[config.mk]
export PLATFORM = sky130hd
export DESIGN_NAME = ddr_rd_burst_ctrl
export DESIGN_NICKNAME = d
export VERILOG_FILES = /design/src/rtl/ddr_rd_pkg.sv /design/src/rtl/ddr_rd_req_slot.sv /design/src/rtl/ddr_rd_burst_ctrl.sv
export SDC_FILE = /design/constraint.sdc
export NUM_CORES = 1
export LEC_CHECK = 0
export ABC_CLOCK_PERIOD_IN_PS = 3200
export CAP_MARGIN = 20
export CORE_AREA = 2 2 237 239
export CTS_CLUSTER_SIZE = 40
export DETAILED_ROUTE_END_ITERATION = 12
export DIE_AREA = 0 0 239 241
export GPL_TIMING_DRIVEN = 0
export MAX_ROUTING_LAYER = met4
export SLEW_MARGIN = 20
export SYNTH_ARGS = -nofsm -noshare
export SYNTH_HDL_FRONTEND = slang
export SYNTH_HIERARCHICAL = 1
export SYNTH_SLANG_ARGS = --single-unit
[constraint.sdc]
create_clock -name ddr_clk -period 3.2 [get_ports ddr_clk]
set_input_delay 0.64 -clock ddr_clk [delete_from_list [all_inputs] [get_ports ddr_clk]]
set_output_delay 0.64 -clock ddr_clk [all_outputs]
set_load 0.03 [all_outputs]
[src/rtl/ddr_rd_pkg.sv]
// Shared definitions for the DDR read-burst controller: FSM encoding, beat address step
// and a constant clog2 helper.
package ddr_rd_pkg;

  typedef enum logic [1:0] {
    ST_IDLE,
    ST_AR,
    ST_RD,
    ST_DONE
  } state_e;

  // Word-address advance per returned beat (one beat spans 8 DQ words).
  localparam int unsigned BEAT_ADDR_STEP = 8;

  function automatic int unsigned clog2(input int unsigned value);
    int unsigned result;
    result = 0;
    for (int unsigned i = 0; i < 32; i++) begin
      if ((64'd1 << i) < 64'(value)) result = i + 1;
    end
    return result;
  endfunction

endpackage

[src/rtl/ddr_rd_req_slot.sv]
// One-deep pending request register with full flag and sticky overflow on dropped requests.
// A request arriving in the cycle the slot is popped is loaded in place of the old one.
module ddr_rd_req_slot
  import ddr_rd_pkg::*;
#(
  parameter int unsigned ADDR_WIDTH = 27,
  parameter int unsigned LEN_WIDTH  = 16
) (
  input  logic                  clk_i,
  input  logic                  rst_ni,
  input  logic                  req_i,
  input  logic [ADDR_WIDTH-1:0] addr_i,
  input  logic [LEN_WIDTH-1:0]  len_i,
  input  logic                  pop_i,
  output logic                  full_o,
  output logic [ADDR_WIDTH-1:0] addr_o,
  output logic [LEN_WIDTH-1:0]  len_o,
  output logic                  ovf_o
);

  logic                  full_q, full_d;
  logic                  ovf_q, ovf_d;
  logic [ADDR_WIDTH-1:0] addr_q, addr_d;
  logic [LEN_WIDTH-1:0]  len_q, len_d;
  logic                  req_valid;
  logic                  load;

  always_comb begin
    req_valid = req_i && (len_i != '0);
    load      = req_valid && (!full_q || pop_i);
    full_d    = full_q;
    addr_d    = addr_q;
    len_d     = len_q;
    ovf_d     = ovf_q;
    if (load) begin
      full_d = 1'b1;
      addr_d = addr_i;
      len_d  = len_i;
    end else if (pop_i) begin
      full_d = 1'b0;
    end
    if (req_valid && full_q && !pop_i) ovf_d = 1'b1;
  end

  always_ff @(posedge clk_i) begin
    if (!rst_ni) begin
      full_q <= 1'b0;
      ovf_q  <= 1'b0;
      addr_q <= '0;
      len_q  <= '0;
    end else begin
      full_q <= full_d;
      ovf_q  <= ovf_d;
      addr_q <= addr_d;
      len_q  <= len_d;
    end
  end

  assign full_o = full_q;
  assign addr_o = addr_q;
  assign len_o  = len_q;
  assign ovf_o  = ovf_q;

endmodule

[src/rtl/ddr_rd_burst_ctrl.sv]
// Splits a single read request into AXI4 read bursts of at most BURST_MAX beats and forwards
// the returned beats. Optional watchdog (rd_timeout port) is enabled by DDR_RD_TIMEOUT_EN.
module ddr_rd_burst_ctrl
  import ddr_rd_pkg::*;
#(
  parameter int unsigned ADDR_WIDTH = 27,
  parameter int unsigned DQ_WIDTH   = 32,
  parameter int unsigned LEN_WIDTH  = 16,
  parameter int unsigned BURST_MAX  = 16,
  parameter int unsigned TIMEOUT    = 1024
) (
  input  logic                    ddr_clk,
  input  logic                    ddr_rstn,
  input  logic                    ddr_rreq,
  input  logic [ADDR_WIDTH-1:0]   ddr_raddr,
  input  logic [LEN_WIDTH-1:0]    ddr_rd_len,
  input  logic                    ddr_rdata_ban,
  output logic [8*DQ_WIDTH-1:0]   ddr_rdata,
  output logic                    ddr_rdata_en,
  output logic                    ddr_rdone,
  output logic                    busy,
  output logic                    req_ovf,
  output logic [ADDR_WIDTH-1:0]   axi_araddr,
  output logic [7:0]              axi_arlen,
  output logic                    axi_arvalid,
  input  logic                    axi_arready,
  input  logic [8*DQ_WIDTH-1:0]   axi_rdata,
  input  logic                    axi_rvalid,
  input  logic                    axi_rlast,
  output logic                    axi_rready
`ifdef DDR_RD_TIMEOUT_EN
  ,
  output logic                    rd_timeout
`endif
);

  localparam int unsigned BeatShift = clog2(BEAT_ADDR_STEP);

  state_e                state_q, state_d;
  logic [ADDR_WIDTH-1:0] cur_addr_q, cur_addr_d;
  logic [LEN_WIDTH-1:0]  rem_len_q, rem_len_d;
  logic [8:0]            burst_q, burst_d;
  logic [8:0]            beats;
  logic [8*DQ_WIDTH-1:0] rdata_q;
  logic                  rdata_en_q;
  logic                  rdone_q, rdone_d;
  logic                  slot_full, slot_pop, slot_ovf;
  logic [ADDR_WIDTH-1:0] slot_addr;
  logic [LEN_WIDTH-1:0]  slot_len;
  logic                  tmo_fire;

  ddr_rd_req_slot #(
    .ADDR_WIDTH (ADDR_WIDTH),
    .LEN_WIDTH  (LEN_WIDTH)
  ) u_slot (
    .clk_i  (ddr_clk),
    .rst_ni (ddr_rstn),
    .req_i  (ddr_rreq),
    .addr_i (ddr_raddr),
    .len_i  (ddr_rd_len),
    .pop_i  (slot_pop),
    .full_o (slot_full),
    .addr_o (slot_addr),
    .len_o  (slot_len),
    .ovf_o  (slot_ovf)
  );

  always_comb begin
    if ({1'b0, rem_len_q} >= (LEN_WIDTH + 1)'(BURST_MAX)) beats = 9'(BURST_MAX);
    else                                                  beats = 9'(rem_len_q);
  end

  // Handshake strobes drop combinationally with reset so the AXI side never sees a stale request.
  assign axi_arvalid = ddr_rstn && (state_q == ST_AR);
  assign axi_rready  = ddr_rstn && (state_q == ST_RD);
  assign axi_araddr  = (state_q == ST_AR) ? cur_addr_q : '0;
  assign axi_arlen   = (state_q == ST_AR) ? 8'(beats - 9'd1) : '0;

  always_comb begin
    state_d    = state_q;
    cur_addr_d = cur_addr_q;
    rem_len_d  = rem_len_q;
    burst_d    = burst_q;
    slot_pop   = 1'b0;
    rdone_d    = 1'b0;
    unique case (state_q)
      ST_IDLE: begin
        if (slot_full && !ddr_rdata_ban) begin
          slot_pop   = 1'b1;
          cur_addr_d = slot_addr;
          rem_len_d  = slot_len;
          state_d    = ST_AR;
        end
      end
      ST_AR: begin
        if (axi_arready) begin
          burst_d = beats;
          state_d = ST_RD;
        end
      end
      ST_RD: begin
        // Beat count owns rem_len; rlast alone decides when the burst ends.
        if (axi_rvalid) begin
          if (rem_len_q != '0) rem_len_d = rem_len_q - LEN_WIDTH'(1);
          if (axi_rlast) begin
            cur_addr_d = cur_addr_q + (ADDR_WIDTH'(burst_q) << BeatShift);
            state_d    = (rem_len_d != '0) ? ST_AR : ST_DONE;
          end
        end
      end
      ST_DONE: begin
        rdone_d = 1'b1;
        state_d = ST_IDLE;
      end
      default: state_d = ST_IDLE;
    endcase
    if (tmo_fire) begin
      rdone_d = 1'b1;
      state_d = ST_IDLE;
    end
  end

`ifdef DDR_RD_TIMEOUT_EN
  localparam int unsigned TmoW = clog2(TIMEOUT + 1);

  logic [TmoW-1:0] tmo_q, tmo_d;
  logic            rd_timeout_q;
  logic            any_hs;

  always_comb begin
    any_hs   = (axi_arvalid && axi_arready) || (axi_rready && axi_rvalid);
    tmo_d    = '0;
    tmo_fire = 1'b0;
    if ((state_q inside {ST_AR, ST_RD}) && !any_hs) begin
      if (tmo_q == TmoW'(TIMEOUT - 1)) tmo_fire = 1'b1;
      else                             tmo_d    = tmo_q + TmoW'(1);
    end
  end

  always_ff @(posedge ddr_clk) begin
    if (!ddr_rstn) begin
      tmo_q        <= '0;
      rd_timeout_q <= 1'b0;
    end else begin
      tmo_q        <= tmo_d;
      rd_timeout_q <= rd_timeout_q | tmo_fire;
    end
  end

  assign rd_timeout = rd_timeout_q;
`else
  assign tmo_fire = 1'b0;
`endif

  always_ff @(posedge ddr_clk) begin
    if (!ddr_rstn) begin
      state_q    <= ST_IDLE;
      cur_addr_q <= '0;
      rem_len_q  <= '0;
      burst_q    <= '0;
      rdata_q    <= '0;
      rdata_en_q <= 1'b0;
      rdone_q    <= 1'b0;
    end else begin
      state_q    <= state_d;
      cur_addr_q <= cur_addr_d;
      rem_len_q  <= rem_len_d;
      burst_q    <= burst_d;
      rdata_en_q <= axi_rvalid && axi_rready;
      if (axi_rvalid && axi_rready) rdata_q <= axi_rdata;
      rdone_q    <= rdone_d;
    end
  end

  assign ddr_rdata    = rdata_q;
  assign ddr_rdata_en = rdata_en_q;
  assign ddr_rdone    = rdone_q;
  assign busy         = (state_q != ST_IDLE);
  assign req_ovf      = slot_ovf;

endmodule
Word-level counts from Yosys, hierarchy flattened
Index checks and enable logic that the tools add are counted.
{ "totals": {"ff_bits": 357, "out_inout_bits": 297, "word_cells": 69} }
{ "op_classes": {"n_addsub": 3, "magnitude_cmp": 1, "eq_ne": 7, "n_mux": 24, "reduce_logical": 23} }
{ "ops": {"columns": ["op", "count"], "rows": [
  ["two-way mux 27 bit", 4],
  ["two-way mux 16 bit", 5],
  ["one-hot mux 27 bit (2 select lines)", 1],
  ["nonzero test 16 bit", 3],
  ["one-hot mux 16 bit (2 select lines)", 1],
  ["adder 27 x 12 -> 27 bit", 1],
  ["greater-or-equal comparator 16 x 5 -> 1 bit, second input constant", 1],
  ["subtractor 16 x 1 -> 16 bit, second input constant", 1],
  ["two-way mux 2 bit", 5],
  ["two-way mux 9 bit", 1],
  ["logical AND 1 bit", 8],
  ["two-way mux 8 bit", 1],
  ["!= test 2 bit, second input constant", 4],
  ["one-hot mux 2 bit (4 select lines)", 1],
  ["AND reduction 4 bit", 2],
  ["subtractor 8 x 1 -> 8 bit, second input constant", 1],
  ["nonzero test 2 bit", 3],
  ["two-way mux 1 bit", 5],
  ["equality test 2 bit, second input constant", 2],
  ["logical NOT 1 bit", 3],
  ["AND reduction 3 bit", 1],
  ["equality test 2 x 1 -> 1 bit, second input constant", 1],
  ["logical NOT 2 bit", 1],
  ["AND reduction 2 bit", 1],
  ["logical OR 1 bit", 1]
]} }

Logic depth before layout (Yosys ltp)
{ "depth": {"word_depth": 9, "ltp_mapped": 10, "depth_no_buf": 8} }

Hierarchy
The synthesis kept the hierarchy.
{ "by_module_without_submodules": {"columns": ["module", "instances", "cells_each", "area_each_um2", "seq_area_each_um2"], "rows": [
  ["ddr_rd_burst_ctrl", 1, 1618, 12600.8, 6246.0],
  ["ddr_rd_req_slot", 1, 201, 1874.3, 900.9]
]} }

Worst setup path before layout
Ideal clock, no wire load.
{ "synth_path": {"path_kind": "reg-to-output", "from": "register rem_len_q[4]", "to": "output axi_arlen[4]", "arrival_time_ns": 2.465, "setup_slack_ns": 0.095, "path_stages_with_launch": 8, "n_path_buf": 2, "cell_sequence": "dfxtp_1 buf_2 or3_1 nor3_2 buf_2 nand2_1 ha_1 a211oi_1"} }
{ "synth_between": {"elab_chain_cells": 4} }
{ "synth_rtl": {"columns": ["item", "line_no", "source"], "rows": [
  ["from (decl)", "ddr_rd_burst_ctrl.sv:41", "logic [LEN_WIDTH-1:0] rem_len_q, rem_len_d;"],
  ["from (signal assigned)", "ddr_rd_burst_ctrl.sv:167", "rem_len_q <= rem_len_d;"],
  ["greater-or-equal comparator 16 x 5 -> 1 bit", "ddr_rd_burst_ctrl.sv:69", "if ({1'b0, rem_len_q} >= (LEN_WIDTH + 1)'(BURST_MAX)) beats = 9'(BURST_MAX);"],
  ["two-way mux 9 bit *", "ddr_rd_burst_ctrl.sv:69", null],
  ["subtractor 8 x 1 -> 8 bit *", "ddr_rd_burst_ctrl.sv:77", "assign axi_arlen = (state_q == ST_AR) ? 8'(beats - 9'd1) : '0;"],
  ["two-way mux 8 bit *", "ddr_rd_burst_ctrl.sv:77", null],
  ["to (decl)", "ddr_rd_burst_ctrl.sv:24", "output logic [7:0] axi_arlen,"]
]} }
Mark *: on every way between the ends. The rest lies on a longest branch, timed or not.

Final worst setup path
{ "layout_path": {"from": "register rem_len_q[4]", "to": "output axi_arlen[2]"} }
{ "layout_between": {"elab_chain_cells": 4} }
{ "layout_rtl": {"columns": ["item", "line_no"], "rows": [
  ["greater-or-equal comparator 16 x 5 -> 1 bit", "ddr_rd_burst_ctrl.sv:69"],
  ["two-way mux 9 bit", "ddr_rd_burst_ctrl.sv:69"],
  ["subtractor 8 x 1 -> 8 bit", "ddr_rd_burst_ctrl.sv:77"],
  ["two-way mux 8 bit", "ddr_rd_burst_ctrl.sv:77"]
]} }
Every way passes these cells.

==> flow_summary.ini <==
[timing]
fin_crit_ps = 3090
hold_ws_ps = 447
post-route-period-util_pct = 96.7
report.final.slew_viol_count = 0
max_slew_margin_pct = 40.3
max_freq_mhz = 323
setup_viol = 0
tns_ps = 0
hold_viol = 0
worst_slack_ps = 107
worst_pin_slew_ps = 896
clock_skew_ps = 38.4

[synth]
synth_area_mm2 = 0.0145
ys_types = 79
avgSynthCellArea_um2 = 7.96
netlist_instances = 1819
yosysWarningCount = 6
synth_flop_cell = dfxtp_1
synth_edf_count = 0
syn_nets = 2137
yosysSeqAreaShare_pct = 49.4
ys_ff_latch = 357
async_reset_ff_share_pct = 0

[clocking]
cts_buffers = 43
cts.sinks = 357
htreeDepth = 2
cts_buffer_depth = 3
clock-root-buffer = clkbuf_16
clk-insertion-delay-late_ps = 580
clk_pin_slew_ps = 60
cts_tree = done

[grt]
grt_pass1_wl_um = 90600
grt_util_all_layers_pct = 21.4
grt_antenna_before_repair = 8
grt_pass1_vias = 15300
grt_remaining_overflow = 0
grt_max_degree = 20

[detailed_routing]
routed_via_density = 4.72
drcViolationCount = 0
wl_um = 62800
first_iter_violations = 881
vias = 15200
wl_per_cell_um = 19.5
ant_nets = 0
first_pass_iters = 5

[place]
placed_cell_area_mm2 = 0.0214
dp_hpwl_um = 48600
place_ws_ps = -254
dp_cells = 3124
port_buffers = 601
place_congestion = 0.947

[finish]
drive_gt1_share_pct = 6.87
layout.cells.non_filler = 3217
nNetsFinal = 2790
fin_util_pct = 41.7
postLayoutCellArea_mm2 = 0.0229
area_growth_pct = 58.1
fillCellCount = 5505

[critical_path]
ff2ff_setup_slack_ps = 340
path_max_fanout = 10
critPathRequiredTime_ps = 2560
slowest_delay_ps = 410
arrival_ps = 2450
cp_cell_sequence = buf_2 > or3_4 > nor3_4 > buf_6 > nand2_1 > ha_4 > xor2_1 > nor2_1 > buf_4
cp-start-kind = flop
rr_startpoint = state_q[1]
critPathLaunch = rem_len_q[4]
crit_type = reg2out
slowest_stage = or3_4
endpoint_kind = output port

[die]
num_rows = 86
die_x_um = 239
start_util_pct = 26.4
die-area_mm2 = 0.0576
dieHeight_um = 241
core-area_mm2 = 0.0549
ioPinCount = 603

[power]
intPower_mw = 8.21
p_switching_mw = 2.80
pwr-share-comb_pct = 12.6
power_frac_clock_pct = 45.2
peakVddDrop_mv = 0.337
power.share.sequential_pct = 42.3
p_leak_nw = 8.43
swShare_pct = 25.4
power.density_mw_per_mm2 = 481
total_power_mw = 11.0

[worst_hold_path]
hp-start = ddr_rdata[107]
hp-class = reg2reg

[job]
drv_cap = 0

[outcome]
run_status = finished, final reports clean
-- per-layer routing --
layer | routed length (um) | GRT usage (%)
met1 | 24800 | 24.1
met2 | 30800 | 35.9
met3 | 5000 | 6.28
met4 | 2160 | 7.95
met5 | 0 | -
-- logic make-up (layout without fill, tap and decap cells) --
group,after synthesis,in the layout,synth area share [%]
and+or+nand+nor,831,831,24.6
AOI/OAI and AO/OA,419,419,16.4
DFF,357,357,49.4
buffers and inverters,145,831,4.80
muxes,46,46,3.18
adders and majority gates,12,12,1.09
xor gates and xnor gates,9,9,0.545
other,0,8,0
-- power by group through the flow --
stage          Combinational, mW  Clock, mW  Sequential (mW)
5_1_grt                     1.48       5.25             4.67
2_1_floorplan              0.554          0             4.79
3_3_place_gp                1.31          0             4.74
6_report                    1.38       4.98             4.66
4_1_cts                     1.36       5.07             4.65
3_5_place_dp                1.32          0             4.74
-- layout by cell type, fill, tap and decap left out, types with 5 or more instances in the layout --
cell	n
nand2_1	656
clkdlybuf4s50_1	567
dfxtp_1	356
o21ai_0	175
o21ai_1	110
clkbuf_1	99
a21oi_1	52
mux2i_1	46
clkbuf_16	44
nor2_1	37
buf_2	30
and2_1	30
nand3_1	19
clkbuf_2	15
nor3_1	15
and3_1	14
buf_4	14
dlygate4sd2_1	14
a31oi_1	10
ha_1	10
nand4_1	9
a21o_1	9
o211ai_1	9
diode_2	8
clkbuf_8	8
o31ai_1	7
clkinv_2	7
nand2b_1	6
a211oi_1	6
dlymetal6s2s_1	6
inv_1	5
or4_1	5
nor4_1	5
a311oi_1	5
xnor2_1	5
buf_12	5
-- worst max-delay path, delay by kind of cell (launching register included) --
kind	cells	cell delay, ps
XOR/XNOR	1	160
adder cells (fa/ha/maj)	1	210
AND/OR/NAND/NOR	4	730
flip-flops	1	290
buffers and inverters	3	480
-- state kept, by name, summed over array words and instances, names as in the netlist --
signal         flops
ddr_rdata        256
cur_addr_q        27
u_slot/addr_o     27
rem_len_q         16
u_slot/len_o      16
burst_q            9
state_q            2
ddr_rdata_en       1
ddr_rdone          1
u_slot/full_o      1
u_slot/ovf_o       1
-- synthesized netlist by cell type (4+ instances only) --
master    instances  area share (%)
o21ai_1         110             3.8
buf_12            5            0.69
o221ai_1          4            0.24
clkbuf_1         94             2.4
nand2b_1          6            0.26
nor2_1           38            0.99
xor2_1            4            0.24
dfxtp_1         357              49
a31oi_1          10            0.43
a21oi_1          53             1.8
o31ai_1           7            0.36
xnor2_1           5            0.30
nand2_1         657              17
nand3_1          19            0.66
nor3_1           15            0.52
o211ai_1          9            0.47
o21ai_0         175             6.1
nand4_1           9            0.39
a211oi_1          7            0.36
inv_1             5            0.13
and2_1           30             1.3
ha_1             11            0.95
and3_1           14            0.61
mux2i_1          46             3.2
a21o_1            9            0.47
nor3_2            5            0.35
or4_1             5            0.26
nor4_1            5            0.22
buf_2            31             1.1
a311oi_1          5            0.30
or3_1             4            0.17
-- worst paths after layout --
kind,endpoint,cells after the start
setup / recovery,axi_arlen[2],9
hold / removal,ddr_rdata[107],2
setup reg to reg,u_slot/addr_o[9],9
hold reg to reg,ddr_rdata[107],2
-- final cells by class --
cell class	count	area, um2	share of cell area (%)
flip-flops and latches	357	7150	31.2
multi-input cells	1317	6690	29.2
repair buffers	611	6020	26.3
clock buffers	63	1250	5.47
well taps	704	881	3.85
plain buffers	135	667	2.91
clock inverters	15	176	0.771
inverters	7	27.5	0.120
diodes	8	20.0	0.0875
-- timing repair --
action	in CTS	in global routing
endpoints found under the hold margin	0	0
pin swaps	3	5
hold buffers	0	0
resized for setup	62	34
endpoints found under the setup margin	38	22
setup buffers	4	6
cloned	0	0
Note: power is estimated with default switching activity, not from simulation.
